`src/rtl/mul_div_unit.sv`:
```
// Iterative RV32M multiply/divide unit: radix-2 shift-add multiply and restoring
// divide over XLEN cycles, one sign-fix cycle, and early-out for div-by-zero/overflow.
module mul_div_unit #(
  parameter int XLEN = 32
) (
  input  logic            clk,
  input  logic            rst,
  input  logic            start,
  input  logic            flush,
  input  logic            is_div,
  input  logic [1:0]      Mul_Div_unsigned,
  input  logic            is_high,
  input  logic [XLEN-1:0] src_a,
  input  logic [XLEN-1:0] src_b,
  output logic [XLEN-1:0] result,
  output logic            result_valid,
  output logic            busy,
  output logic            stall
);

  localparam int CNT_W = $clog2(XLEN);

  localparam logic [1:0] S_IDLE = 2'd0;
  localparam logic [1:0] S_CALC = 2'd1;
  localparam logic [1:0] S_FIX  = 2'd2;
  localparam logic [1:0] S_DONE = 2'd3;

  logic [1:0]        state;
  logic [CNT_W-1:0]  cnt;
  // Multiply: {partial product, remaining multiplier}. Divide: {remainder, dividend/quotient}.
  logic [2*XLEN-1:0] acc;
  logic [XLEN-1:0]   opnd;
  logic              neg_a_q, neg_b_q, div_q, high_q;

  logic              neg_a, neg_b, accept, div_zero, div_ovf;
  logic [XLEN-1:0]   mag_a, mag_b, early_result;

  assign neg_a    = ~Mul_Div_unsigned[1] & src_a[XLEN-1];
  assign neg_b    = ~Mul_Div_unsigned[0] & src_b[XLEN-1];
  assign mag_a    = neg_a ? -src_a : src_a;
  assign mag_b    = neg_b ? -src_b : src_b;
  assign accept   = (state == S_IDLE) & start & ~flush;
  assign div_zero = is_div & (src_b == '0);
  assign div_ovf  = is_div & (Mul_Div_unsigned == 2'b00)
                  & (src_a == {1'b1, {(XLEN-1){1'b0}}}) & (&src_b);

  // Division by zero wins over overflow; both bypass the iterative datapath.
  always_comb begin
    // NOTE: every always_comb output gets a default first so no path can infer a latch.
    early_result = '0;
    if (div_zero)
      early_result = is_high ? src_a : '1;
    else if (div_ovf)
      early_result = is_high ? '0 : {1'b1, {(XLEN-1){1'b0}}};
  end

  logic [XLEN:0]     mul_sum;
  logic [2*XLEN-1:0] mul_next;
  logic [XLEN:0]     div_shift;
  logic [XLEN-1:0]   div_diff;
  logic              div_fit;
  logic [2*XLEN-1:0] div_next;

  always_comb begin
    mul_sum   = {1'b0, acc[2*XLEN-1:XLEN]} + (acc[0] ? {1'b0, opnd} : '0);
    mul_next  = {mul_sum, acc[XLEN-1:1]};
    div_shift = {acc[2*XLEN-1:XLEN], acc[XLEN-1]};
    div_fit   = (div_shift >= {1'b0, opnd});
    div_diff  = div_shift[XLEN-1:0] - opnd;
    div_next  = {(div_fit ? div_diff : div_shift[XLEN-1:0]), acc[XLEN-2:0], div_fit};
  end

  logic [2*XLEN-1:0] prod_fix;
  logic [XLEN-1:0]   quo_fix, rem_fix, fix_result;

  always_comb begin
    prod_fix   = (neg_a_q ^ neg_b_q) ? -acc : acc;
    quo_fix    = (neg_a_q ^ neg_b_q) ? -acc[XLEN-1:0] : acc[XLEN-1:0];
    rem_fix    = neg_a_q ? -acc[2*XLEN-1:XLEN] : acc[2*XLEN-1:XLEN];
    fix_result = prod_fix[XLEN-1:0];
    if (div_q)
      fix_result = high_q ? rem_fix : quo_fix;
    else if (high_q)
      fix_result = prod_fix[2*XLEN-1:XLEN];
  end

  // NOTE: sequential state uses non-blocking assignments so every register samples pre-edge values.
  always_ff @(posedge clk) begin
    if (rst) begin
      state   <= S_IDLE;
      cnt     <= '0;
      acc     <= '0;
      opnd    <= '0;
      neg_a_q <= 1'b0;
      neg_b_q <= 1'b0;
      div_q   <= 1'b0;
      high_q  <= 1'b0;
      result  <= '0;
    end else if (flush) begin
      state <= S_IDLE;
      cnt   <= '0;
    end else begin
      case (state)
        S_IDLE: begin
          if (start) begin
            neg_a_q <= neg_a;
            neg_b_q <= neg_b;
            div_q   <= is_div;
            high_q  <= is_high;
            cnt     <= '0;
            if (div_zero | div_ovf) begin
              result <= early_result;
              state  <= S_DONE;
            end else begin
              acc   <= {{XLEN{1'b0}}, (is_div ? mag_a : mag_b)};
              opnd  <= is_div ? mag_b : mag_a;
              state <= S_CALC;
            end
          end
        end
        S_CALC: begin
          acc <= div_q ? div_next : mul_next;
          if (cnt == CNT_W'(XLEN-1)) begin
            cnt   <= '0;
            state <= S_FIX;
          end else begin
            cnt <= cnt + CNT_W'(1);
          end
        end
        S_FIX: begin
          result <= fix_result;
          state  <= S_DONE;
        end
        default: state <= S_IDLE;
      endcase
    end
  end

  assign result_valid = (state == S_DONE);
  assign busy         = (state == S_CALC) | (state == S_FIX);
  assign stall        = accept | busy;

endmodule

```
`config.mk`:
```
export PLATFORM = sky130hd
export DESIGN_NAME = mul_div_unit
export DESIGN_NICKNAME = d
export VERILOG_FILES = /design/src/rtl/mul_div_unit.sv
export SDC_FILE = /design/constraint.sdc
export NUM_CORES = 1
export LEC_CHECK = 0
export ABC_AREA = 0
export BUFFER_PORTS_ARGS = -buffer_cell sky130_fd_sc_hd__buf_2
export CAP_MARGIN = 20
export CORE_MARGIN = 1
export CORE_UTILIZATION = 45
export CTS_BUF_LIST = sky130_fd_sc_hd__clkbuf_16
export CTS_CLUSTER_SIZE = 24
export DETAILED_ROUTE_END_ITERATION = 8
export PLACE_DENSITY = 0.62
export SYNTH_ARGS = -nofsm -noshare
export SYNTH_HDL_FRONTEND = slang
export SYNTH_SLANG_ARGS = --single-unit
```
`constraint.sdc`:
```
create_clock -name clk -period 8.8 [get_ports clk]
set_input_delay 2.2 -clock clk [delete_from_list [all_inputs] [get_ports clk]]
set_output_delay 2.2 -clock clk [all_outputs]
set_load 0.05 [all_outputs]
```
==> metrics.md, run 1 <==
| Metric | Value |
|---|---|
| Outcome | finished clean |
| Mux cell area share after synthesis | 3.795% |
| DP Cell Count | 2417 |
| Post-route worst setup slack | 3.023 ns |
| Max Fclk | 173.1 MHz |
| Clk buf depth | 2 |
| Layout Cells excl Fill | 2453 |
| Register area | 2784 um2 |
| Clock sink total | 139 |
| Hold-fix buffers, CTS | 0 |
| Yosys reg bits | 139 |
| HP Start | result[0] |
| Sequential area share after synthesis | 19.45% |
| Via density | 6.497 |
| Final setup viols | 0 |
| H-Tree Depth | 4 |
| First-pass GRT wire length | 87120 um |
| Element type at the critical path start | input port |
| Filler cells | 3145 |
| Yosys Warn Count | 0 |
| Inserted Diodes | 0 |
| Vias in the first global route | 14190 |
| Tcrit/Tclk final | 65.65% |
| FFs w/ async S/R, synth | 0% |
| Commonest cells post-synth | 239 x nor2_1, 194 x nand2_1, 178 x a21oi_1 |
| Initial antenna violation count | 0 |
| Worst EP arrival | 6.17 ns |
| Number of CTS-inserted buffers | 17 |
| Synth Area in XOR/XNOR | 11.14% |
| Hold depth | 2 |
| Max-cap violations | 0 |
| Slew HR | 28.14% |
| Gpl congestion | 1.062 |
| CP Max Fanout | 30 |
| Global Route Usage Sum | 34.78% |
| Post-synthesis adder-cell area fraction | 6.839% |
| Lkg Pwr | 6.190 nW |
| Num ports | 107 |
| Final Max Slew Viols | 0 |
| Reg clk slew, reported paths | 0.07 ns |
| Worst Clk Skew | 0.01530 ns |
| Synth top area share | 19.45% |
| Cell Area, Synth | 14310 um2 |
| Clock Root Buffer | clkbuf_16 |
| Die ar. | 32510 um2 |
| Largest net degree at the start of global routing | 94 |
| Worst flop-to-flop path startpoint | acc[0] |
| Num rows | 64 |
| Multi-input gate area | 10750 um2 |
| Slew @ Worst Pin | 1.074 ns |
| First-pass DRT Iterations | 5 |
| Power density cells | 129.0 nW/um2 |
| Core area | 30910 um2 |
| Post-synth EDFFs | 0 |
| Placement Cell Area | 14990 um2 |
| R2r worst-path depth | 13 |
| Worst Path Required | 9.20 ns |
| WL/cell | 23.45 um |
| Min-delay worst type | reg2reg |
| Pre-CTS setup slack | 2.643 ns |
| VDD IR max | 0.1212 mV |
| Nets@finish | 2193 |
| CTS tree | done |
| Synth-to-Final Area Change | 9.261% |
| Final Hold Fails | 0 |
| Cells after Synth | 2033 |
| Drt drc | 0 |
| Final Instance Area | 15630 um2 |
| Setup Crit Path Kind | in2reg |
| Post-CTS Setup Inserts | 0 |
| RSZ-0062 raised after global routing | false |
| R2r setup slk | 4.77 ns |
| DRT antenna net count | 0 |
| Total detailed-routing wirelength | 57530 um |
| Iteration-0 DRC Markers | 2419 |
| Synth Area in Compound Gates | 29.88% |
| Hpwl dp | 44940 um |
| DIE WIDTH | 180.3 um |
| Top cells by area, synth | dfxtp_1 19%, ha_1 6.6%, nor2_1 6.3% |
| Post-synth top area cell | dfxtp_1 |
| Top_reg_cell synth | dfxtp_1 |
| Synth cell types | 81 |
| Most frequent cell after synthesis | nor2_1 |
| Die height | 180.3 um |
| Mean Syn Cell Area | 7.038 um2 |
| Largest family of logic cells by synthesized area | compound AO/OA/AOI/OAI gates |
| Initial Utilization | 46.29% |
| Fin Setup TNS | 0 ns |
| Tmin final | 5.777 ns |
| Synthesized Nets | 2182 |
| Post-cts sizing count | 0 |
| Reg-to-reg endpoint | acc[59] |
| Synth Area in Simple Gates | 23.21% |
| Port Buf Inserts | 106 |
| Layout cell share with drive strength beyond 1 | 11.13% |
| Via Count | 15940 |
| Crit end category | flop |
| Grt ovf | 0 |
| Worst Hold End | result[0] |
| Worst-Skew Late Latency | 0.45 ns |
==> registers in the layout, summed over array words and instances, names as in the netlist <==
name     count
acc         64
cnt          5
div_q        1
high_q       1
neg_a_q      1
neg_b_q      1
opnd        32
result      32
state        2
==> per-layer routing <==
layer  vias up  GRT usage (%)  wire [um]  share of wire, %
met1      7396          48.33      24890                43
li1       7437              -          -                 -
met3       159          7.882       6097                11
met2       944          50.29      23580                41
met4         0          16.79       2968               5.2
met5         -              0          0                 0
==> layout make-up <==
type,instances,area share (%)
Clock buffer,17,2.721
Clock inverter,15,0.9685
Inverter,71,1.705
Multi-Input combinational cell,1684,68.74
Sequential cell,139,17.81
Tap cell,396,3.170
Timing Repair Buffer,131,4.890
==> worst max path at each step <==
stage | startpoint | end | slack (ns) | cells after the start
6_report | src_b[2] | acc[63] | 3.02 | 12
5_1_grt | src_b[2] | acc[63] | 2.74 | 12
4_1_cts | src_b[2] | acc[63] | 3.10 | 12
3_5_place_dp | src_b[2] | acc[63] | 2.64 | 12
3_3_place_gp | src_b[22] | acc[63] | 2.71 | 12
2_1_floorplan | flush | stall | 3.49 | 3
==> where the power goes <==
| part | switching (W) | internal, W |
|---|---|---|
| registers | 0.0000321 | 0.000652 |
| logic | 0.000393 | 0.000206 |
| clock network | 0.000316 | 0.000417 |
==> cell families after synthesis <==
group,count (synthesis)
multiplexers,51
AO/OA/AOI/OAI,666
flip-flops,139
XOR/XNOR,182
AND/OR/NAND/NOR,708
buffers and inverters,210
adder cells (fa/ha/maj),77
==> per-stage QoR <==
step                hold WS [ns]  power [W]  util, %
detailed placement        0.4415   0.001274    48.48
global route              0.4664   0.002095    50.57
global placement          0.4369   0.001272    48.45
finish                    0.4486   0.002016    50.57
floorplan                 0.4319   0.001084        -
CTS                       0.4510   0.001999    50.35
==> cell usage in the layout (no fill, tap or decap), types with 10 or more instances in the layout <==
master / instances
nor2_1: 238
nand2_1: 194
a21oi_1: 178
o21ai_0: 165
dfxtp_1: 138
buf_2: 105
xor2_1: 92
xnor2_1: 89
nor3_1: 86
ha_1: 74
inv_1: 73
a211oi_1: 70
o211ai_1: 36
nand4_1: 29
a21o_1: 28
a31oi_1: 26
mux2_2: 26
nand3_1: 25
mux2i_1: 25
nand2b_1: 22
o31ai_1: 22
buf_4: 22
or3_1: 21
clkbuf_16: 17
nor4_1: 16
o41ai_1: 14
o21a_1: 13
or4_1: 12
and3_1: 11
nor2b_1: 11
a311oi_1: 10
a22oi_1: 10
==> worst max-delay path: stages <==
cell     delay (ns)
buf_2          0.14
nor4_1         0.80
nand4_1        0.18
or4_1          0.66
o211a_1        0.19
buf_4          0.24
nor3_4         0.85
buf_4          0.32
a21o_1         0.15
nor2_1         0.04
a31oi_1        0.19
o311a_1        0.17
(Power assumes the default switching activity.)
==> run 2, diff against run 1 <==
Settings changed: ABC_AREA 0 to 1, PLACE_DENSITY 0.62 to 0.61.
Clock period 8.8 ns to 5.55 ns, I/O delays scaled along.
==> metrics.md, run 2 <==
| Metric | Value |
|---|---|
| Cell Area, Synth | 17500 um2 |
| Post-cts sizing count | 0 |
| RSZ-0062 raised after global routing | false |
| Post-synthesis adder-cell area fraction | 5.591% |
| Mux cell area share after synthesis | 0% |
| Worst Clk Skew | 0.01431 ns |
| Total Power | 0.003624 W |
| DIE WIDTH | 199.2 um |
| Synth cell types | 54 |
| Fin Setup TNS | 0 ns |
| Max reg flops | 64 |
| Mean Syn Cell Area | 5.356 um2 |
| Hpwl dp | 66380 um |
| Largest family of logic cells by synthesized area | simple AND/OR/NAND/NOR gates |
| H-Tree Depth | 4 |
| Multi-input gate area | 12520 um2 |
| First-pass DRT Iterations | 9 |
| Cell family with most CP delay | simple AND/OR/NAND/NOR gates |
| Cells after Synth | 3268 |
| Synth Area in XOR/XNOR | 2.802% |
| Number of cells on the critical path | 5 |
| CP startpoint | flush |
| Final Hold Fails | 0 |
| Tcrit/Tclk final | 71.36% |
| Crit end category | output pin |
| Element type at the critical path start | input port |
| DRT antenna net count | 0 |
| VDD IR max | 0.1976 mV |
| Hold-fix buffers, CTS | 0 |
| Global Route Usage Sum | 41.98% |
| Synth Area in Simple Gates | 44.04% |
| Num rows | 71 |
| WL/cell | 21.72 um |
| Yosys Warn Count | 0 |
| Slew HR | 41.44% |
| Initial antenna violation count | 2 |
| Lkg Pwr | 9.233 nW |
| Top cells by area, synth | nand2_1 19%, dfxtp_1 16%, nor2_1 9.3% |
| Slew @ Worst Pin | 0.8784 ns |
| Iteration-0 DRC Markers | 2247 |
| Num ports | 107 |
| First-pass GRT wire length | 123700 um |
| Via Count | 22330 |
| Top_reg_cell synth | dfxtp_1 |
| Setup Crit Path Kind | in2out |
| Clk buf depth | 2 |
| Filler cells | 4281 |
| CP endpoint | stall |
| Post-synth EDFFs | 0 |
| Total detailed-routing wirelength | 82960 um |
| R2r setup slk | 1.76 ns |
| Sequential area share after synthesis | 15.90% |
| Number of CTS-inserted buffers | 17 |
| Most flop-heavy register | acc |
| Most frequent CP cell | buf_2 |
| Gpl congestion | 1.029 |
| Clock sink total | 139 |
| Worst EP arrival | 2.57 ns |
| Synth Area in Compound Gates | 19.09% |
| Grt ovf | 0 |
| Max Fclk | 252.5 MHz |
| Synth-to-Final Area Change | 7.864% |
| Tmin final | 3.960 ns |
| CP max-delay cell | nor3_2 |
| Power density cells | 192.0 nW/um2 |
| Nets@finish | 3445 |
| CTS tree | done |
| Outcome | finished clean |
| Post-CTS Setup Inserts | 0 |
| Port Buf Inserts | 106 |
| Post-route worst setup slack | 1.590 ns |
| Via density | 5.846 |
| Vias in the first global route | 20510 |
| Initial Utilization | 46.14% |
| Final setup viols | 0 |
| CP cell instances | buf_2, nor3_2, inv_1, nand2_1, buf_2 |
| R2r worst-path depth | 14 |
| Worst flop-to-flop path startpoint | acc[51] |
| Pre-CTS setup slack | 1.568 ns |
| Largest net degree at the start of global routing | 76 |
| Drt drc | 0 |
| Worst Path Required | 4.16 ns |
| Max-cap violations | 0 |
| WP buf/inv | 3 |
| Inserted Diodes | 0 |
| Commonest non-fill, non-tap cell in the layout | nand2_1 |
| Final Max Slew Viols | 0 |
| Yosys reg bits | 139 |
| Die ar. | 39680 um2 |
| Post-synth top area cell | nand2_1 |
| Reg-to-reg endpoint | acc[42] |
| Register area | 2784 um2 |
| Most frequent cells in the layout | 905 x nand2_1, 433 x nor2_1, 405 x inv_1 |
| Slowest stage delay, CP | 0.62 ns |
| Layout cell share with drive strength beyond 1 | 7.253% |
| FFs w/ async S/R, synth | 0% |
| Synth top area share | 19.43% |
| Most frequent cell after synthesis | nand2_1 |
| Reg clk slew, reported paths | 0.07 ns |
| Worst-Skew Late Latency | 0.46 ns |
| Synthesized Nets | 3417 |
| Core area | 37930 um2 |
| Largest regs | acc: 64 flops, opnd: 32 flops, result: 32 flops |
| CP Max Fanout | 10 |
| Clock Root Buffer | clkbuf_16 |
| Die height | 199.2 um |
| Commonest cells post-synth | 906 x nand2_1, 434 x nor2_1, 406 x inv_1 |
| Min-delay worst type | reg2reg |
==> run 2: report_power, final <==
part	total [W]	switching, W	internal [W]
sequential	0.00112	0.0000828	0.00104
combinational	0.00125	0.000911	0.000337
clock	0.00125	0.000562	0.000691
==> run 2: worst min-delay path by stage <==
stage               cells past startpoint  slack [ns]       start    endpoint
global placement                        2        0.45  result[26]  result[26]
finish                                  2        0.47  result[12]  result[12]
detailed placement                      2        0.46  result[12]  result[12]
CTS                                     2        0.47  result[12]  result[12]
floorplan                               2        0.45      cnt[4]      cnt[4]
global route                            2        0.49  result[16]  result[16]
==> run 2: area by class of cell <==
type	count	area share, %
repair buffers	132	3.844
clock inverters	15	1.014
flip-flops and latches	139	14.75
well taps	511	3.387
multi-input cells	2584	66.34
inverters	422	8.411
clock buffers	17	2.253
==> run 2: routing by layer <==
layer | track usage [%] | vias to the layer above | share of wire [%]
li1 | - | 10660 | -
met1 | 52.48 | 10170 | 40
met2 | 66.07 | 1243 | 43
met3 | 7.544 | 262 | 9.3
met4 | 27.35 | 4 | 7.2
met5 | 0 | - | 0.033
==> run 2: cell families (layout without fill, tap and decap cells) <==
kind of cell,count (synthesis),in the layout
compound gates,632,632
xor+xnor,56,56
fa+ha+maj,77,77
buf+inv,545,586
flops,139,139
simple gates,1819,1819
==> run 2: worst reg2reg max path, cell delays in order, from the launching register on <==
cell and delay (ns):
dfxtp_1 0.74, ha_1 0.42, a21oi_1 0.24, nand2_1 0.14, nand2_1 0.07, nand2_1 0.05, inv_1 0.09, nor2_1 0.07
nor2_2 0.44, nand2_4 0.44, nor2_1 0.61, nand2_1 0.11, nand3_1 0.09, nand2_1 0.06, a21oi_1 0.15
==> run 2: through the flow <==
step	hold slack (ns)	instances	cell area (um2)	util, %
after floorplan	0.4453	3268	17500	-
after global placement	0.4513	3788	18260	48.14
after detailed placement	0.4562	3788	18260	48.14
after CTS	0.4698	3820	18880	49.77
after global routing	0.4945	3820	18880	49.77
final	0.4710	3820	18880	49.77
==> run 3, diff against run 2 <==
Clock period 5.55 ns to 4 ns, I/O delays scaled along.
==> metrics.md, run 3 (synthesis gave the netlist of run 2 again) <==
| Metric | Value |
|---|---|
| Outcome | finished clean |
| Worst Path Required | 4.37 ns |
| Max reg flops | 64 |
| CP Max Fanout | 33 |
| Max Fclk | 275.4 MHz |
| Clock Root Buffer | clkbuf_16 |
| R2r setup slk | 0.37 ns |
| DP Cell Count | 3825 |
| Tcrit/Tclk final | 90.78% |
| Layout cell share with drive strength beyond 1 | 8.249% |
| Pre-CTS setup slack | 0.5036 ns |
| Initial Utilization | 46.14% |
| Synth-to-Final Area Change | 9.408% |
| Hold-fix buffers, CTS | 0 |
| Largest net degree at the start of global routing | 65 |
| Port Buf Inserts | 106 |
| Global Route Usage Sum | 42.27% |
| Tmin final | 3.631 ns |
| Die height | 199.2 um |
| DRT antenna net count | 0 |
| Reg-to-reg endpoint | acc[44] |
| Commonest non-fill, non-tap cell in the layout | nand2_1 |
| Worst Clk Skew | 0.01597 ns |
| Clock sink total | 139 |
| Layout Cells excl Fill | 3857 |
| Setup Crit Path Kind | reg2reg |
| Fin Setup TNS | 0 ns |
| Num rows | 71 |
| Iteration-0 DRC Markers | 2719 |
| Final Hold Fails | 0 |
| CTS tree | done |
| Slew @ Worst Pin | 0.9722 ns |
| Clk buf depth | 2 |
| First-pass GRT wire length | 124300 um |
| Post-CTS Setup Inserts | 0 |
| Total Power | 0.004974 W |
| Element type at the critical path start | flop |
| Drt drc | 0 |
| VDD IR max | 0.2867 mV |
| Largest regs | acc: 64 flops, opnd: 32 flops, result: 32 flops |
| Final Max Slew Viols | 0 |
| Power density cells | 259.8 nW/um2 |
| First-pass DRT Iterations | 8 |
| Core area | 37930 um2 |
| Worst flop-to-flop path startpoint | opnd[26] |
| Nets@finish | 3482 |
| Gpl congestion | 1.094 |
| Initial antenna violation count | 0 |
| Min-delay worst type | reg2reg |
| Most frequent cells in the layout | 905 x nand2_1, 434 x nor2_1, 405 x inv_1 |
| Final setup viols | 0 |
| Worst-Skew Late Latency | 0.45 ns |
| Reg clk slew, reported paths | 0.07 ns |
| R2r worst-path depth | 13 |
| Number of CTS-inserted buffers | 17 |
| Hpwl dp | 67910 um |
| Via density | 5.885 |
| CP startpoint | opnd[26] |
| Lkg Pwr | 9.415 nW |
| Worst EP arrival | 4.00 ns |
| WL/cell | 21.86 um |
| Max-cap violations | 0 |
| Via Count | 22700 |
| Slew HR | 34.79% |
| Inserted Diodes | 0 |
| RSZ-0062 raised after global routing | false |
| Post-cts sizing count | 0 |
| H-Tree Depth | 4 |
| Total detailed-routing wirelength | 84330 um |
| DIE WIDTH | 199.2 um |
| Die ar. | 39680 um2 |
| Num ports | 107 |
| Vias in the first global route | 20350 |
| Fin Hold WS | 0.4655 ns |
| Crit end category | flop |
| Grt ovf | 0 |
| Post-route worst setup slack | 0.3690 ns |
| Most flop-heavy register | acc |
| CP endpoint | acc[44] |
-- run 3: changes by cell type in the layout (fill, tap and decap cells not counted), sizes merged --
cell / delta
buf: +37
inv: -2
clkinvlp: +2
-- run 3: how the worst min path moves through the flow --
stage | startpoint | endpoint | slack (ns) | cells after the start
5_1_grt | result[25] | result[25] | 0.50 | 2
4_1_cts | result[26] | result[26] | 0.47 | 2
2_1_floorplan | cnt[4] | cnt[4] | 0.45 | 2
6_report | result[16] | result[16] | 0.47 | 2
3_3_place_gp | cnt[4] | cnt[4] | 0.45 | 2
3_5_place_dp | result[16] | result[16] | 0.46 | 2
-- run 3: metal layers --
metal  global-route usage (%)  vias to the layer above  part of all wire [%]
met1                    53.10                    10380                    40
met3                    7.359                      277                   9.5
met5                        0                        -                     0
met2                    65.97                     1300                    43
met4                    28.43                        0                   7.7
li1                         -                    10740                     -
-- run 3: layout make-up --
type	count	area (um2)
Sequential cell	139	2784
Clock buffer	17	425.4
Tap cell	511	639.4
Inverter	422	1588
Fill cell	4254	18780
Timing Repair Buffer	169	1016
Clock inverter	15	173.9
Multi-Input combinational cell	2584	12520
-- run 3: power by group --
part / switching [W] / internal [W]
registers: 0.000109 / 0.00144
clock network: 0.000723 / 0.000941
logic: 0.00127 / 0.000483
total: 0.00211 / 0.00287
-- run 3: critical path, stage by stage (launching register included) --
cell and delay (ns):
dfxtp_1 0.45, inv_1 0.17, ha_1 0.42, a21oi_1 0.24, o21ai_0 0.15, a21oi_1 0.15
nand2_1 0.07, nor2_2 0.48, nand2_4 0.43, nor2_1 0.60, nand2_1 0.10, nand3_1 0.09
nand2_1 0.06, a21oi_1 0.14
-- run 3: through the flow --
stage / cell area [um2] / util, %
final: 19150 / 50.48
after global routing: 19150 / 50.48
after CTS: 19150 / 50.48
after detailed placement: 18550 / 48.90
after global placement: 18550 / 48.90
after floorplan: 17500 / -
